===== src/rtl/seg_pkg.sv =====
// Seven-segment glyph constants ({g,f,e,d,c,b,a}, active-high) and BCD decode.
package seg_pkg;

  typedef logic [6:0] seg_t;

  localparam seg_t SEG_0     = 7'h3F;
  localparam seg_t SEG_1     = 7'h06;
  localparam seg_t SEG_2     = 7'h5B;
  localparam seg_t SEG_3     = 7'h4F;
  localparam seg_t SEG_4     = 7'h66;
  localparam seg_t SEG_5     = 7'h6D;
  localparam seg_t SEG_6     = 7'h7D;
  localparam seg_t SEG_7     = 7'h07;
  localparam seg_t SEG_8     = 7'h7F;
  localparam seg_t SEG_9     = 7'h6F;
  localparam seg_t SEG_DASH  = 7'h40;
  localparam seg_t SEG_BLANK = 7'h00;

  // Non-decimal codes 10..15 render as a dash.
  function automatic seg_t bcd_to_seg(input logic [3:0] bcd);
    case (bcd)
      4'd0:    return SEG_0;
      4'd1:    return SEG_1;
      4'd2:    return SEG_2;
      4'd3:    return SEG_3;
      4'd4:    return SEG_4;
      4'd5:    return SEG_5;
      4'd6:    return SEG_6;
      4'd7:    return SEG_7;
      4'd8:    return SEG_8;
      4'd9:    return SEG_9;
      default: return SEG_DASH;
    endcase
  endfunction

endpackage


===== src/rtl/seg_decoder.sv =====
// Combinational BCD to active-high segment pattern {g..a}.
module seg_decoder
  import seg_pkg::*;
(
  input  logic [3:0] i_bcd,
  output seg_t       o_seg
);

  always_comb o_seg = bcd_to_seg(i_bcd);

endmodule


===== src/rtl/seg_scan_driver.sv =====
// Time-multiplexed seven-segment scan driver with per-slot dead time.
// Optional digit blinking is enabled by defining SEG_BLINK_EN.
module seg_scan_driver
  import seg_pkg::*;
#(
  parameter int unsigned DIGITS    = 8,
  parameter int unsigned SCAN_DIV  = 32,
  parameter int unsigned DEAD_CYC  = 2,
  parameter int unsigned BLINK_DIV = 16
) (
  input  logic                  clk_src,
  input  logic                  reset,
  input  logic                  power,
  input  logic [4*DIGITS-1:0]   digits,
  input  logic [DIGITS-1:0]     digit_en,
  input  logic [DIGITS-1:0]     dp_mask,
  input  logic [DIGITS-1:0]     blink_mask,
  output logic [DIGITS-1:0]     anodes,
  output logic [7:0]            cnodes,
  output logic                  frame_tick
);

  localparam int unsigned IDX_W = (DIGITS > 1) ? $clog2(DIGITS) : 1;
  localparam int unsigned CNT_W = (SCAN_DIV > 1) ? $clog2(SCAN_DIV) : 1;
  localparam logic [IDX_W-1:0] IDX_LAST = IDX_W'(DIGITS - 1);
  localparam logic [CNT_W-1:0] CNT_LAST = CNT_W'(SCAN_DIV - 1);

  logic [CNT_W-1:0]  r_scan_cnt;
  logic [IDX_W-1:0]  r_idx;
  logic [DIGITS-1:0] r_anodes;
  logic [7:0]        r_cnodes;
  logic              r_frame_tick;

  logic              w_slot_end;
  logic              w_frame_wrap;
  logic              w_dead;
  logic              w_blink_blank;
  logic              w_show;
  logic [3:0]        w_bcd;
  seg_t              w_seg;
  logic [DIGITS-1:0] w_sel;

  assign w_slot_end   = (r_scan_cnt == CNT_LAST);
  assign w_frame_wrap = w_slot_end && (r_idx == IDX_LAST);
  assign w_dead       = 32'(r_scan_cnt) < DEAD_CYC;

  always_comb begin
    w_bcd        = digits[4*r_idx +: 4];
    w_sel        = '0;
    w_sel[r_idx] = 1'b1;
  end

  seg_decoder u_dec (
    .i_bcd (w_bcd),
    .o_seg (w_seg)
  );

`ifdef SEG_BLINK_EN
  localparam int unsigned BLK_W = (BLINK_DIV > 1) ? $clog2(BLINK_DIV) : 1;
  localparam logic [BLK_W-1:0] BLK_LAST = BLK_W'(BLINK_DIV - 1);

  logic [BLK_W-1:0] r_blink_cnt;
  logic             r_blink_ph;

  // Advances on the same edge that raises frame_tick, so each blink phase covers whole frames.
  always_ff @(posedge clk_src or negedge reset) begin
    if (!reset) begin
      r_blink_cnt <= '0;
      r_blink_ph  <= 1'b0;
    end else if (!power) begin
      r_blink_cnt <= '0;
      r_blink_ph  <= 1'b0;
    end else if (w_frame_wrap) begin
      if (r_blink_cnt == BLK_LAST) begin
        r_blink_cnt <= '0;
        r_blink_ph  <= ~r_blink_ph;
      end else begin
        r_blink_cnt <= r_blink_cnt + 1'b1;
      end
    end
  end

  assign w_blink_blank = blink_mask[r_idx] & r_blink_ph;
`else
  localparam int unsigned unused_blink_div = BLINK_DIV;
  logic w_unused_blink;
  assign w_unused_blink = ^blink_mask;
  assign w_blink_blank  = 1'b0;
`endif

  assign w_show = !w_dead && digit_en[r_idx] && !w_blink_blank;

  always_ff @(posedge clk_src or negedge reset) begin
    if (!reset) begin
      r_scan_cnt   <= '0;
      r_idx        <= '0;
      r_anodes     <= '1;
      r_cnodes     <= '1;
      r_frame_tick <= 1'b0;
    end else if (!power) begin
      r_scan_cnt   <= '0;
      r_idx        <= '0;
      r_anodes     <= '1;
      r_cnodes     <= '1;
      r_frame_tick <= 1'b0;
    end else begin
      r_scan_cnt   <= w_slot_end ? '0 : r_scan_cnt + 1'b1;
      if (w_slot_end)
        r_idx <= (r_idx == IDX_LAST) ? '0 : r_idx + 1'b1;
      r_frame_tick <= w_frame_wrap;
      if (w_show) begin
        r_anodes <= ~w_sel;
        r_cnodes <= ~{dp_mask[r_idx], w_seg};
      end else begin
        r_anodes <= '1;
        r_cnodes <= ~{1'b0, SEG_BLANK};
      end
    end
  end

  assign anodes     = r_anodes;
  assign cnodes     = r_cnodes;
  assign frame_tick = r_frame_tick;

endmodule

===== config.mk =====
export PLATFORM = sky130hd
export DESIGN_NAME = seg_scan_driver
export DESIGN_NICKNAME = d
export VERILOG_FILES = /design/src/rtl/seg_pkg.sv /design/src/rtl/seg_decoder.sv /design/src/rtl/seg_scan_driver.sv
export SDC_FILE = /design/constraint.sdc
export NUM_CORES = 1
export LEC_CHECK = 0
export CORE_AREA = 2 2 66 68
export DETAILED_ROUTE_END_ITERATION = 7
export DIE_AREA = 0 0 68 70
export GPL_ROUTABILITY_DRIVEN = 1
export PLACE_DENSITY_LB_ADDON = 0.08
export SLEW_MARGIN = 20
export SYNTH_ARGS = -nofsm -noshare
export SYNTH_HDL_FRONTEND = slang
export SYNTH_SLANG_ARGS = --single-unit

===== constraint.sdc =====
create_clock -name clk_src -period 2.6 [get_ports clk_src]
set_input_delay 0.78 -clock clk_src [delete_from_list [all_inputs] [get_ports clk_src]]
set_output_delay 0.78 -clock clk_src [all_outputs]
set_load 0.005 [all_outputs]

After elaboration in Yosys (flattened, before gate mapping)
Memory sizes are Yosys's and may differ from the RTL's. Index checks and enable logic that the tools add are counted.

Register bits: 25. ROM bits: 112. Logic and storage cells: 37. Input bits: 59. Output and inout port bits: 17. Memories kept: 1.

Memories: (no name shown) (words 16, bits a word 7, rd ports 1, clocked after memory_dff 0, wr ports 0, RTL line seg_pkg.sv:21) `case (bcd)`.

Bitwise operators: 2. Magnitude comparators: 3. $add $sub $neg: 2. Equality and inequality tests: 3. Reduce and logical (&&, ||, !) cells: 4. Shift-type cells: 1. Multiplexer cells: 16.

Operator list (count): 8-bit two-way mux (4); 32-bit by 6-bit indexed part select with 4-bit output (1); 8-bit NOT (2); 5-bit two-way mux (2); 3-bit two-way mux (3); 1-bit binary-select mux with 3-bit select (2); 5-bit by 1-bit adder with 5-bit output (second input constant) (1); 5-bit equality test (second input constant) (1); 5-bit by 2-bit less-than comparator with 1-bit output (second input constant) (1); 3-bit by 4-bit less-than comparator with 1-bit output (second input constant) (1); 1-bit two-way mux (4); 3-bit by 1-bit adder with 3-bit output (second input constant) (1); 1-bit demux with 3-bit select (1); 3-bit equality test (second input constant) (1); 3-bit by 1-bit greater-or-equal comparator with 1-bit output (second input constant) (1); 1-bit logical AND (3); 2-bit by 1-bit inequality test with 1-bit output (second input constant) (1); 1-bit zero test (1).

Depth between registers and ports, before layout
Depth after elaboration: 7. Gate-level depth with buffers: 10. Gate-level depth less buffers: 8.

By module
Synthesis repeated with hierarchy kept, for this count alone.

Cells, all modules: 157. Area total of the unflattened synthesis: 1622.8 µm².

Modules (own cells, without submodules): seg_scan_driver (area an instance 1390.1 µm², seq. area each 645.6 µm², cells each 128, times used 1); seg_decoder (area an instance 232.7 µm², seq. area each 0.0 µm², cells each 29, times used 1).

Worst setup path before layout
No wires, ideal clock.

Path type: input to register. Start point: in digits[1]. End point: reg r_cnodes[5] (netlist: cnodes[5]). Cell stages on the path: 6. Setup time: 0.080 ns. Arrival: 2.075 ns. Required time: 2.520 ns. Path buffers: 0. Setup slack: 0.445 ns. Path through: or3b_2 -> a21oi_1 -> nor3_2 -> ha_1 -> mux2_4 -> a32oi_2.

Longest elaborated chain between the ends: 5.

RTL lines: start, declared (RTL line seg_scan_driver.sv:14) `input logic [4*DIGITS-1:0] digits,`; 32-bit by 6-bit indexed part select with 4-bit output (RTL line seg_scan_driver.sv:48) `w_bcd = digits[4*r_idx +: 4];`; memory read 16 x 7 bit; 8-bit NOT (RTL line seg_scan_driver.sv:113) `r_cnodes <= ~{dp_mask[r_idx], w_seg};`; 8-bit two-way mux (RTL line seg_scan_driver.sv:111) `if (w_show) begin`; 8-bit two-way mux (RTL line seg_scan_driver.sv:100) `end else if (!power) begin`; end signal, assigned (RTL line seg_scan_driver.sv:113); end signal, assigned (RTL line seg_scan_driver.sv:116) `r_cnodes <= ~{1'b0, SEG_BLANK};`; end, declared (RTL line seg_scan_driver.sv:31) `logic [7:0] r_cnodes;`.

Every way passes these cells. A chain may end at the register's enable or synchronous reset.

Worst setup path after layout
Same ends and word-level chain as after synthesis.

==> results_tabular.tex <==
\begin{tabular}{lr}
\hline
Metric & Value \\
\hline
\multicolumn{2}{l}{\textbf{Logic synthesis}} \\
\quad Most used standard cells in the synthesized netlist & dfstp\_2, mux2i\_1, ha\_1 \\
\quad Post-synthesis instance area & 1590 um\^{}2 \\
\quad Share of synthesized flip-flops with an asynchronous set or reset & 1.00 \\
\quad Count of unique library cells instantiated by Yosys & 44 \\
\quad Total nets after synthesis & 220 \\
\quad Avg Inst Size Synth & 10.5 um\^{}2 \\
\quad Ys Warns & 0 \\
\quad Gate count of the mapped netlist & 151 \\
\quad Largest area contributor in the synthesized netlist & dfstp\_2 \\
\quad Number of enable flip-flop cells after synthesis & 0 \\
\quad Synth top area cells & dfstp\_2, dfrtp\_1, ha\_1 \\
\quad Part of the Yosys area used for sequential elements & 0.406 \\
\quad Fraction of post-synthesis cell area in the top cell type by area & 0.264 \\
\quad Most repeated cell in the gate-level netlist after synthesis & dfstp\_2 \\
\quad Total of flip-flops plus latches after synthesis & 25 \\
\quad Primary FF master, synth & dfstp\_2 \\
\multicolumn{2}{l}{\textbf{Worst setup path}} \\
\quad Data arrival at the endpoint of the critical path & 2.57 ns \\
\quad Setup crit start kind & primary input \\
\quad Maximum fanout along the worst path & 3 \\
\quad Crit. End Element & register \\
\quad Critical path data required time & 2.80 ns \\
\quad WS Path Type & primary input to register \\
\multicolumn{2}{l}{\textbf{Place}} \\
\quad Setup slack at placement & -0.0512 ns \\
\quad Buffers on Ports & 67 \\
\quad Area after detailed placement & 2350 um\^{}2 \\
\quad Final weighted congestion in routability-driven placement & 0.752 \\
\quad HPWL reported at the end of detailed placement & 3090 um \\
\multicolumn{2}{l}{\textbf{Floorplan}} \\
\quad Starting Density & 0.384 \\
\quad Height of the chip & 70 um \\
\quad DIE AREA & 4760 um\^{}2 \\
\quad Num rows & 24 \\
\quad Horizontal extent of the die & 68 um \\
\quad Ports & 76 \\
\quad Floorplan Core Area & 4140 um\^{}2 \\
\multicolumn{2}{l}{\textbf{Route}} \\
\quad Remaining number of nets flagged by the antenna check after routing & 0 \\
\quad Via Count & 1385 \\
\quad Routed wire per std cell & 13.9 um \\
\quad Iteration-0 DRC Markers & 75 \\
\quad Total detailed-routing wirelength & 3830 um \\
\quad DRC Markers & 0 \\
\quad Average via count per standard cell & 5.04 \\
\quad First drt pass iteration count & 4 \\
\multicolumn{2}{l}{\textbf{Power and ir drop}} \\
\quad Switching portion of total power & 0.230 \\
\quad Cell Pwr Density & 335 nW/um\^{}2 \\
\quad Leakage power summed over all cells & 0.968 nW \\
\quad Maximum vdd ir drop & 0.165 mV \\
\quad Combinational fraction of design power & 0.199 \\
\quad Clock share of power & 0.293 \\
\quad Part of the total power dissipated in sequential elements & 0.507 \\
\quad Internal cell power & 0.000618 W \\
\quad Net switching power & 0.000185 W \\
\multicolumn{2}{l}{\textbf{Clocking}} \\
\quad Clock transition at the register clock pins on the worst setup and hold paths after CTS & 0.09 ns \\
\quad Latest clock arrival within the worst-skew pair & 0.27 ns \\
\quad CTS tree & done \\
\quad Postcts setup bufs & 0 \\
\quad Number of CTS-inserted buffers & 3 \\
\quad \# H-tree levels & 1 \\
\quad Number of hold buffers added after CTS & 0 \\
\quad Gates resized, CTS repair & 0 \\
\quad Number of buffers on the longest clock path & 2 \\
\quad Clk sink count & 25 \\
\quad Root Buffer Master & clkbuf\_8 \\
\multicolumn{2}{l}{\textbf{Run}} \\
\quad Max\_cap viols & 0 \\
\multicolumn{2}{l}{\textbf{Timing}} \\
\quad RSZ-0062 raised after global routing & no \\
\quad Final period util & 0.914 \\
\quad Count of final max-slew check failures & 0 \\
\quad Time the final worst path needs with I/O delays and setup & 2.38 ns \\
\quad Min setup slack post-route & 0.224 ns \\
\quad Number of hold-slack violations in the final timing report & 0 \\
\quad Highest Clock Rate & 0.421 GHz \\
\quad Hold Worst Slack & 0.476 ns \\
\quad Actual transition at the worst max-transition pin & 0.610 ns \\
\quad Worst slew margin relative to its limit & 0.590 \\
\quad Final clock skew & 0.00322 ns \\
\quad Final setup violation count & 0 \\
\multicolumn{2}{l}{\textbf{Finish}} \\
\quad ANT cells & 0 \\
\quad Layout net count & 293 \\
\quad Growth of design area from synthesis to finish & 50.5\% \\
\quad Share of layout cells above drive strength 1 & 0.188 \\
\quad Utilization of the core after routing & 0.578 \\
\quad Post-route standard cell area excluding fillers & 2390 um\^{}2 \\
\multicolumn{2}{l}{\textbf{Global route}} \\
\quad Overall track demand over capacity in global routing & 0.174 \\
\quad Aggregate global routing overflow & 0 \\
\quad Number of global-route vias before repair & 1388 \\
\quad Initial antenna violation count & 0 \\
\quad Wire length of the first global-routing pass & 6400 um \\
\quad Pin count of the biggest net entering global routing & 26 \\
\multicolumn{2}{l}{\textbf{Min path}} \\
\quad Classification of the worst-slack hold path & register to register \\
\multicolumn{2}{l}{\textbf{Run status}} \\
\quad Result of the run & finished, final reports clean \\
\hline
\end{tabular}
registers in the layout (all words and copies together), names as in the netlist:
name and flops:
anodes 8, cnodes 8, r_scan_cnt 5, r_idx 3, frame_tick 1
path summary, 6_finish.rpt:
kind | depth (start not counted) | slack, ns | to | from
setup / recovery | 7 | 0.22 | cnodes[5]$_DFF_PN1_ | digits[1]
hold / removal | 1 | 0.48 | r_scan_cnt[0]$_DFF_PN0_ | r_scan_cnt[0]$_DFF_PN0_
setup reg to reg | 6 | 0.40 | cnodes[5]$_DFF_PN1_ | r_idx[2]$_DFFE_PN0P_
hold reg to reg | 1 | 0.48 | r_scan_cnt[0]$_DFF_PN0_ | r_scan_cnt[0]$_DFF_PN0_
max in group asynchronous | 2 | 1.44 | anodes[4]$_DFF_PN1_ | reset
min in group asynchronous | 2 | 0.87 | r_scan_cnt[3]$_DFF_PN0_ | reset
layout make-up:
| type | instances | area (um^2) |
|---|---|---|
| clock buffers | 3 | 41.3 |
| flip-flops and latches | 25 | 646 |
| repair buffers | 78 | 753 |
| clock inverters | 1 | 6.26 |
| well taps | 52 | 65.1 |
| multi-input cells | 108 | 852 |
| fillers | 358 | 1750 |
| inverters | 8 | 30.0 |
metrics by stage:
step / std cells / setup TNS (ns) / power, W
after global placement: 271 / -0.0424 / 0.000571
after floorplan: 151 / 0 / 0.000465
final: 275 / 0 / 0.000803
after CTS: 275 / 0 / 0.000807
after global routing: 275 / 0 / 0.000842
after detailed placement: 271 / -0.113 / 0.000575
kinds of logic after synthesis:
| kind of cell | count (synthesis) | share of synthesized area |
|---|---|---|
| DFF | 25 | 0.406 |
| muxes | 18 | 0.140 |
| AOI/OAI and AO/OA | 32 | 0.149 |
| adders and majority gates | 10 | 0.0787 |
| and+or+nand+nor | 46 | 0.157 |
| xor gates and xnor gates | 2 | 0.0110 |
| buffers and inverters | 18 | 0.0582 |
power groups by stage:
stage	clock network (W)	registers [W]	logic, W
floorplan	0	0.000413	0.0000516
global placement	0	0.000413	0.000159
detailed placement	0	0.000414	0.000161
CTS	0.000237	0.000407	0.000162
global route	0.000258	0.000408	0.000176
finish	0.000236	0.000407	0.000160
layer usage:
layer,up-vias,GRT usage,part of all wire
li1,693,-,-
met1,639,0.231,0.44
met2,51,0.293,0.49
met3,2,0.0145,0.059
met4,0,0.0600,0.010
met5,-,0,0
cells in the final DEF, fill, tap and decap left out, types with 3 or more instances in the layout:
master           count
nor3_1               3
mux2i_1             11
mux2_2               4
clkbuf_8             3
o21ai_0              5
dfrtp_1              9
dfstp_2             16
buf_4               11
nand2b_1             3
clkdlybuf4s50_1     67
and3_1               3
a21oi_1              7
nand3_1              6
and2_1               4
nor2_1               8
a22oi_1              3
nor2b_1              4
nand2_1              8
ha_1                10
inv_1                8
worst max-delay path: stages:
cell             delay (ns)
clkdlybuf4s50_1        0.44
or3b_2                 0.43
a21oi_1                0.17
nor3_2                 0.07
ha_1                   0.23
mux2_4                 0.28
a32oi_2                0.17
No activity file was read; power rests on OpenSTA's default activity.
